==> config.mk <==
export PLATFORM = sky130hd
export DESIGN_NAME = id_decode_reg
export DESIGN_NICKNAME = d
export VERILOG_FILES = /design/src/rtl/rv32i_pkg.sv /design/src/rtl/imm_gen.sv /design/src/rtl/id_decode_reg.sv
export SDC_FILE = /design/constraint.sdc
export NUM_CORES = 1
export LEC_CHECK = 0
export BUFFER_PORTS_ARGS = -buffer_cell sky130_fd_sc_hd__buf_2
export CORE_ASPECT_RATIO = 1.75
export CORE_MARGIN = 2
export CORE_UTILIZATION = 37
export DETAILED_ROUTE_END_ITERATION = 10
export PLACE_DENSITY = 0.63
export SLEW_MARGIN = 20
export SYNTH_ARGS = -nofsm -noshare
export SYNTH_HDL_FRONTEND = slang
export SYNTH_SLANG_ARGS = --single-unit
==> constraint.sdc <==
create_clock -name clk -period 4.9 [get_ports clk]
set_input_delay 0.735 -clock clk [delete_from_list [all_inputs] [get_ports clk]]
set_output_delay 0.735 -clock clk [all_outputs]
set_load 0.03 [all_outputs]
==> src/rtl/rv32i_pkg.sv <==
// Shared RV32I decode definitions: opcodes, one-hot instruction type and field payload.
package rv32i_pkg;

  localparam int unsigned TYPE_W = 9;

  localparam logic [6:0] OP_R     = 7'h33;
  localparam logic [6:0] OP_LW    = 7'h03;
  localparam logic [6:0] OP_ADDI  = 7'h13;
  localparam logic [6:0] OP_JALR  = 7'h67;
  localparam logic [6:0] OP_S     = 7'h23;
  localparam logic [6:0] OP_SB    = 7'h63;
  localparam logic [6:0] OP_AUIPC = 7'h17;
  localparam logic [6:0] OP_LUI   = 7'h37;
  localparam logic [6:0] OP_UJ    = 7'h6F;

  localparam int unsigned T_R     = 0;
  localparam int unsigned T_LW    = 1;
  localparam int unsigned T_ADDI  = 2;
  localparam int unsigned T_JALR  = 3;
  localparam int unsigned T_S     = 4;
  localparam int unsigned T_SB    = 5;
  localparam int unsigned T_AUIPC = 6;
  localparam int unsigned T_LUI   = 7;
  localparam int unsigned T_UJ    = 8;

  typedef logic [TYPE_W-1:0] instr_type_t;

  typedef struct packed {
    instr_type_t itype;
    logic [4:0]  rd;
    logic [4:0]  rs1;
    logic [4:0]  rs2;
    logic [2:0]  funct3;
    logic [6:0]  funct7;
    logic        illegal;
  } dec_fields_t;

  // Opcode to one-hot type; unknown opcodes yield all-zero.
  function automatic instr_type_t decode_type(input logic [6:0] op);
    instr_type_t t;
    t = '0;
    case (op)
      OP_R:     t[T_R]     = 1'b1;
      OP_LW:    t[T_LW]    = 1'b1;
      OP_ADDI:  t[T_ADDI]  = 1'b1;
      OP_JALR:  t[T_JALR]  = 1'b1;
      OP_S:     t[T_S]     = 1'b1;
      OP_SB:    t[T_SB]    = 1'b1;
      OP_AUIPC: t[T_AUIPC] = 1'b1;
      OP_LUI:   t[T_LUI]   = 1'b1;
      OP_UJ:    t[T_UJ]    = 1'b1;
      default:  t          = '0;
    endcase
    return t;
  endfunction

endpackage

==> src/rtl/imm_gen.sv <==
// Immediate generator: selects the RV32I immediate format from the one-hot type
// and sign-extends it from instr[31] to XLEN.
module imm_gen
  import rv32i_pkg::*;
#(
  parameter int unsigned XLEN = 32
) (
  input  logic [31:0]     instr_i,
  input  instr_type_t     type_i,
  output logic [XLEN-1:0] imm_o
);

  logic        sgn;
  logic signed [31:0] raw;

  assign sgn = instr_i[31];

  always_comb begin
    raw = '0;
    if (type_i[T_LW] || type_i[T_ADDI] || type_i[T_JALR]) begin
      raw = {{20{sgn}}, instr_i[31:20]};
    end else if (type_i[T_S]) begin
      raw = {{20{sgn}}, instr_i[31:25], instr_i[11:7]};
    end else if (type_i[T_SB]) begin
      raw = {{19{sgn}}, instr_i[31], instr_i[7], instr_i[30:25], instr_i[11:8], 1'b0};
    end else if (type_i[T_LUI] || type_i[T_AUIPC]) begin
      raw = {instr_i[31:12], 12'b0};
    end else if (type_i[T_UJ]) begin
      raw = {{11{sgn}}, instr_i[31], instr_i[19:12], instr_i[20], instr_i[30:21], 1'b0};
    end
  end

  // Signed size cast replicates bit 31 when XLEN is 64.
  assign imm_o = XLEN'(raw);

endmodule

==> src/rtl/id_decode_reg.sv <==
// Instruction decode stage: combinational RV32I decode into a one-entry
// valid/ready output register, plus a saturating illegal-opcode counter.
module id_decode_reg
  import rv32i_pkg::*;
#(
  parameter int unsigned XLEN  = 32,
  parameter int unsigned CNT_W = 16
) (
  input  logic             clk,
  input  logic             rst,
  input  logic             in_valid,
  output logic             in_ready,
  input  logic [31:0]      instr,
  input  logic [XLEN-1:0]  pc_in,
  input  logic             flush,
  output logic             out_valid,
  input  logic             out_ready,
  output logic [8:0]       out_type,
  output logic [XLEN-1:0]  out_imm,
  output logic [4:0]       out_rd,
  output logic [4:0]       out_rs1,
  output logic [4:0]       out_rs2,
  output logic [2:0]       out_funct3,
  output logic [6:0]       out_funct7,
  output logic [XLEN-1:0]  out_pc,
  output logic             out_illegal,
  output logic [CNT_W-1:0] illegal_count
);

  localparam logic [CNT_W-1:0] CNT_MAX = '1;

  instr_type_t      type_c;
  logic [XLEN-1:0]  imm_c;
  dec_fields_t      fields_c;
  logic             accept_c;

  logic             valid_q, valid_d;
  dec_fields_t      fields_q, fields_d;
  logic [XLEN-1:0]  imm_q, imm_d;
  logic [XLEN-1:0]  pc_q, pc_d;
  logic [CNT_W-1:0] cnt_q, cnt_d;

  assign type_c = decode_type(instr[6:0]);

  imm_gen #(.XLEN(XLEN)) u_imm_gen (
    .instr_i (instr),
    .type_i  (type_c),
    .imm_o   (imm_c)
  );

  always_comb begin
    fields_c.itype   = type_c;
    fields_c.rd      = instr[11:7];
    fields_c.rs1     = instr[19:15];
    fields_c.rs2     = instr[24:20];
    fields_c.funct3  = instr[14:12];
    fields_c.funct7  = instr[31:25];
    fields_c.illegal = (type_c == '0);
  end

  assign in_ready = !valid_q || out_ready;
  assign accept_c = in_valid && in_ready && !flush;

  // Flush wins over both a new transfer and a plain drain.
  always_comb begin
    valid_d  = valid_q;
    fields_d = fields_q;
    imm_d    = imm_q;
    pc_d     = pc_q;
    cnt_d    = cnt_q;
    if (flush) begin
      valid_d = 1'b0;
    end else if (accept_c) begin
      valid_d  = 1'b1;
      fields_d = fields_c;
      imm_d    = imm_c;
      pc_d     = pc_in;
      if (fields_c.illegal && (cnt_q != CNT_MAX)) begin
        cnt_d = cnt_q + CNT_W'(1);
      end
    end else if (out_ready) begin
      valid_d = 1'b0;
    end
  end

  always_ff @(posedge clk or posedge rst) begin
    if (rst) begin
      valid_q  <= 1'b0;
      fields_q <= '0;
      imm_q    <= '0;
      pc_q     <= '0;
      cnt_q    <= '0;
    end else begin
      valid_q  <= valid_d;
      fields_q <= fields_d;
      imm_q    <= imm_d;
      pc_q     <= pc_d;
      cnt_q    <= cnt_d;
    end
  end

  assign out_valid     = valid_q;
  assign out_type      = fields_q.itype;
  assign out_imm       = imm_q;
  assign out_rd        = fields_q.rd;
  assign out_rs1       = fields_q.rs1;
  assign out_rs2       = fields_q.rs2;
  assign out_funct3    = fields_q.funct3;
  assign out_funct7    = fields_q.funct7;
  assign out_pc        = pc_q;
  assign out_illegal   = fields_q.illegal;
  assign illegal_count = cnt_q;

endmodule

**Word level (Yosys, flattened, before mapping)**

Cells that the tools add are included.

- Logic and storage cells: 53
- Bits of input ports: 69
- Register bits after elaboration: 116

- Reductions and logical operators: 13
- Multiplexer cells: 17
- Add/subtract/negate cells: 1
- Bitwise operators: 1
- Eq/ne operators: 10

Operators with widths:

| operator | count |
|---|---|
| 2-to-1 mux 32 bit | 5 |
| equality test 7 x 6 -> 1 bit (second input constant) | 3 |
| equality test 7 bit (second input constant) | 3 |
| adder 16 x 1 -> 16 bit (second input constant) | 1 |
| inequality test 16 bit (second input constant) | 1 |
| equality test 7 x 5 -> 1 bit (second input constant) | 2 |
| 2-to-1 mux 1 bit | 12 |
| logical NOT 9 bit | 1 |
| equality test 7 x 2 -> 1 bit (second input constant) | 1 |
| logical OR 1 bit | 4 |
| logical AND 1 bit | 3 |
| AND reduction 3 bit | 1 |
| nonzero test 3 bit | 1 |
| logical NOT 1 bit | 2 |
| AND reduction 2 bit | 1 |
| inverter 1 bit | 1 |

**Depth between registers and ports, before layout**

- Depth after elaboration: 7
- Depth in mapped cells: 7
- Gate-level depth less buffers: 6

**Hierarchy**

A second synthesis with hierarchy kept.

- Cells, all modules: 563
- Area, all modules: 5,073.6 um^2

Modules (own cells, without submodules):

| module | instances | cells each | area each (um^2) | sequential area each (um^2) |
|---|---|---|---|---|
| id_decode_reg | 1 | 497 | 4,659.5 | 2,902.8 |
| imm_gen | 1 | 66 | 414.1 | 0.0 |

**Worst setup path after synthesis**

OpenSTA, ideal clock, no wires.

- Path type: input-to-reg
- Start point: in out_ready
- End point: reg cnt_q[3] (netlist: illegal_count[3])
- Stages: 7
- Data required time: 4.766 ns
- Data arrival time: 2.104 ns
- Path slack: 2.661 ns
- Path buffers: 1
- Path through: nor2b_1 inv_1 nand3b_1 nor4_4 buf_6 nand4_1 xnor2_1

- Cells in the longest elaborated chain, start to end: 4

RTL lines:

| what | line | text |
|---|---|---|
| start: declaration | id_decode_reg.sv:17 | `input logic out_ready,` |
| logical OR 1 bit | id_decode_reg.sv:61 | `assign in_ready = !valid_q \|\| out_ready;` |
| net in_ready | id_decode_reg.sv:12 | `output logic in_ready,` |
| logical AND 1 bit (2 in a row) | id_decode_reg.sv:62 | `assign accept_c = in_valid && in_ready && !flush;` |
| AND reduction 3 bit (no line) | - |  |
| end signal: assignment | id_decode_reg.sv:98 | `cnt_q <= cnt_d;` |
| end: declaration | id_decode_reg.sv:41 | `logic [CNT_W-1:0] cnt_q, cnt_d;` |

The timed path passes the listed nets, and every way through them passes these cells.
A chain may end at the register's enable or synchronous reset.

**Final worst setup path**

- Start point: in out_ready
- End point: reg imm_q[1] (netlist: out_imm[1])

- Cells in the longest elaborated chain, start to end: 4

RTL lines:

| what | line | text |
|---|---|---|
| logical OR 1 bit | id_decode_reg.sv:61 |  |
| logical AND 1 bit (2 in a row) | id_decode_reg.sv:62 |  |
| AND reduction 2 bit (no line) | - |  |
| end signal: assignment | id_decode_reg.sv:96 | `imm_q <= imm_d;` |
| end: declaration | id_decode_reg.sv:39 | `logic [XLEN-1:0] imm_q, imm_d;` |

Every way passes these cells.

==> metrics.md <==
| Metric | Value |
|---|---|
| Final RePlAce weighted congestion | `0.840` |
| Most common cell after layout, fill and taps aside | `nand2_1` |
| Hold_buf cts | `0` |
| Post-synthesis register bit count | `116` |
| Cell Pwr Density | `474 nW/um2` |
| Vias per cell | `4.79` |
| M1 GR Usage | `0.234` |
| Main synth FF type | `dfrtp_1` |
| Post-synth EDFFs | `0` |
| Max-Cap Viols | `0` |
| Top cell type's share of synthesized area | `0.608` |
| Yosys Warn Count | `0` |
| Commonest cells after routing, fill and taps aside | `nand2_1 (212), buf_2 (185), dfrtp_1 (116)` |
| Synth async-reset ratio | `1.00` |
| CTS H-tree lvls | `4` |
| Clk slew on worst S/H paths | `0.05 ns` |
| Cell Area, Placed | `5830 um2` |
| Initial Utilization | `0.382` |
| Gr usage total | `0.200` |
| CTS Buffer Depth | `2` |
| Drc violations | `0` |
| Post-Syn Area | `4770 um2` |
| Drt wl/cell | `15.6 um` |
| Data required time of the worst path | `5.21 ns` |
| Total number of vias | `4116` |
| Share of post-route cells with drive strength above 1 | `0.332` |
| Std-Cell Rows | `54` |
| Layout area overhead | `35.7%` |
| Placed cell count | `826` |
| I/O Pins | `approximately 190` |
| Worst-Skew Late Latency | `roughly 0.4 ns` |
| Met3 Track Usage GR | `0.0482` |
| Core Box Area | `~12000 um2` |
| # nets final | `about 750` |
| Arr. time, crit path | `about 3.0 ns` |
| Mean Syn Cell Area | `9.66 um2` |
| Clk_skew | `0.00804 ns` |
| Detail Placement HPWL | `9.74 mm` |
| Pleak | `around 3.5 nW` |
| # resized after CTS | `0` |
| DR pass1 iterations | `4` |
| Post-CTS setup buffer count | `0` |
| Die Height | `between 150 and 200 um` |
| Post-synth cell types | `between 40 and 50` |
| CTS tree | `yes` |
| CP Capture Type | `register` |
| Gr busiest metal | `met2` |
| Largest net degree at the start of global routing | `74` |
| Horiz. Die Dim | `89.8 um` |
| CTS Buf Count | `17` |
| Starting DRT DRC Count | `213` |
| CTS sink count | `between 100 and 150` |
| Initial antenna violation count | `1` |
| Startpoint types | `input pin` |
| Met2 Usage GRT | `0.338` |
| Fin crit share | `0.553` |
| Number of global-route vias before repair | `4272` |
| Status | `completed` |
| Routed WL | `13.4 mm` |
| IO Port Bufs | `185` |
| RSZ-0062 raised after global routing | `no` |
| Post-synth top area cell | `dfrtp_1` |
| Cell area after layout | `6470 um2` |
| DIE AREA | `~14000 um2` |
| Post-layout util | `0.518` |
| Worst-margin pin slew | `0.937 ns` |
| Peak supply drop | `roughly 320 uV` |
| Remaining antenna violation count after routing | `0` |
| Clock Tree Root | `clkbuf_16` |
| Syn Inst Count | `approximately 490` |
| Setup_tns | `0 ns` |
| Final setup fails | `0` |
| First-pass GRT wire length | `22.0 mm` |
| Post-Syn Nets | `564` |
| WS Path Type | `input pin to register` |
| Hold Path Class | `register to register` |
| Sequential share of the synthesized area | `0.608` |
| Pins Over Slew Limit | `0` |
| CP max FO | `46` |
| Final cell count without fillers | `859` |
| Ranking of synthesized cells by area | `dfrtp_1 (61%), nand2_1 (17%), xnor2_1 (2.2%), nor2_1 (2.0%), a21oi_1 (1.6%)` |
| Crit path time final | `2.71 ns` |
| Final Hold Viols | `0` |
| Gr ovfl total | `0` |
| Slew margin rel. | `0.376` |
| FMAX | `369 MHz` |
-- kinds of logic (layout without fill, tap and decap cells) --
group / Yosys count / in the layout / synth area share
other: 0 / 1 / 0
AO/OA/AOI/OAI: 53 / 53 / 0.0808
adder cells (fa/ha/maj): 1 / 1 / 0.00262
AND/OR/NAND/NOR: 279 / 279 / 0.249
buffers and inverters: 29 / 225 / 0.0275
XOR/XNOR: 14 / 14 / 0.0257
multiplexers: 2 / 2 / 0.00551
flip-flops: 116 / 116 / 0.608
-- where the power goes --
part,internal [mW],leakage (nW),switching (mW)
combinational,0.164,1.69,0.413
clock,0.925,0.314,0.417
sequential,1.07,1.49,0.0769
-- registers in the layout, indices dropped and copies added (netlist names) --
name           cells
illegal_count     16
out_pc            32
out_rd             5
out_rs2            5
out_type           9
out_imm           32
out_funct7         7
out_valid          1
out_rs1            5
out_funct3         3
out_illegal        1
-- cells in the mapped netlist (2+ instances only) --
master	instances
nor2_1	25
a21oi_1	15
o211ai_1	9
nand3b_1	2
nor4_1	2
nand2_1	212
clkbuf_1	12
buf_6	2
o21ai_0	6
inv_1	4
a22o_1	7
or3_1	2
nor2b_1	2
xor2_1	2
and2_1	3
o31ai_1	2
o41ai_1	2
buf_2	3
dfrtp_1	116
a31oi_1	2
nand4_1	10
buf_1	7
and3_1	2
nand3_1	9
xnor2_1	12
a2bb2oi_1	4
nor3_1	3
-- worst paths after layout --
kind	from	to	slack, ns	cells past startpoint
setup reg to reg	out_valid	illegal_count[5]	2.19	7
min in group asynchronous	rst	out_pc[4]	0.50	2
hold / removal	out_rs2[4]	out_rs2[4]	0.47	2
setup / recovery	out_ready	out_imm[1]	2.19	8
max in group asynchronous	rst	out_pc[11]	3.26	3
hold reg to reg	out_rs2[4]	out_rs2[4]	0.47	2
-- metal layers --
metal	wire (um)	up-vias
li1	-	1990
met1	5170	1957
met2	7080	137
met3	629	32
met4	505	0
met5	0	-
-- critical path, cell delays in order --
cell       delay [ns]
buf_2            0.09
nor2b_1          0.22
inv_1            0.09
nand3b_1         0.68
buf_4            0.47
buf_4            0.48
a2bb2oi_1        0.11
o21ai_0          0.11
-- area by class of cell --
type,instances,area [um2]
timing repair buffer,189,956
multi-input combinational,349,1740
clock inverter,10,178
clock buffer,22,464
antenna,1,2.50
fill,1218,6030
inverter,4,17.5
sequential,116,2900
tap,168,210
-- stage by stage --
stage                     total power [mW]  setup slack (ns)  hold WS [ns]
after floorplan                       1.54              1.09         0.646
after global placement                1.73              1.91         0.455
after detailed placement              1.75              1.78         0.457
after CTS                             3.10              2.20         0.470
after global routing                  3.20              1.95         0.488
final                                 3.07              2.19         0.468
(Power assumes the default switching activity.)
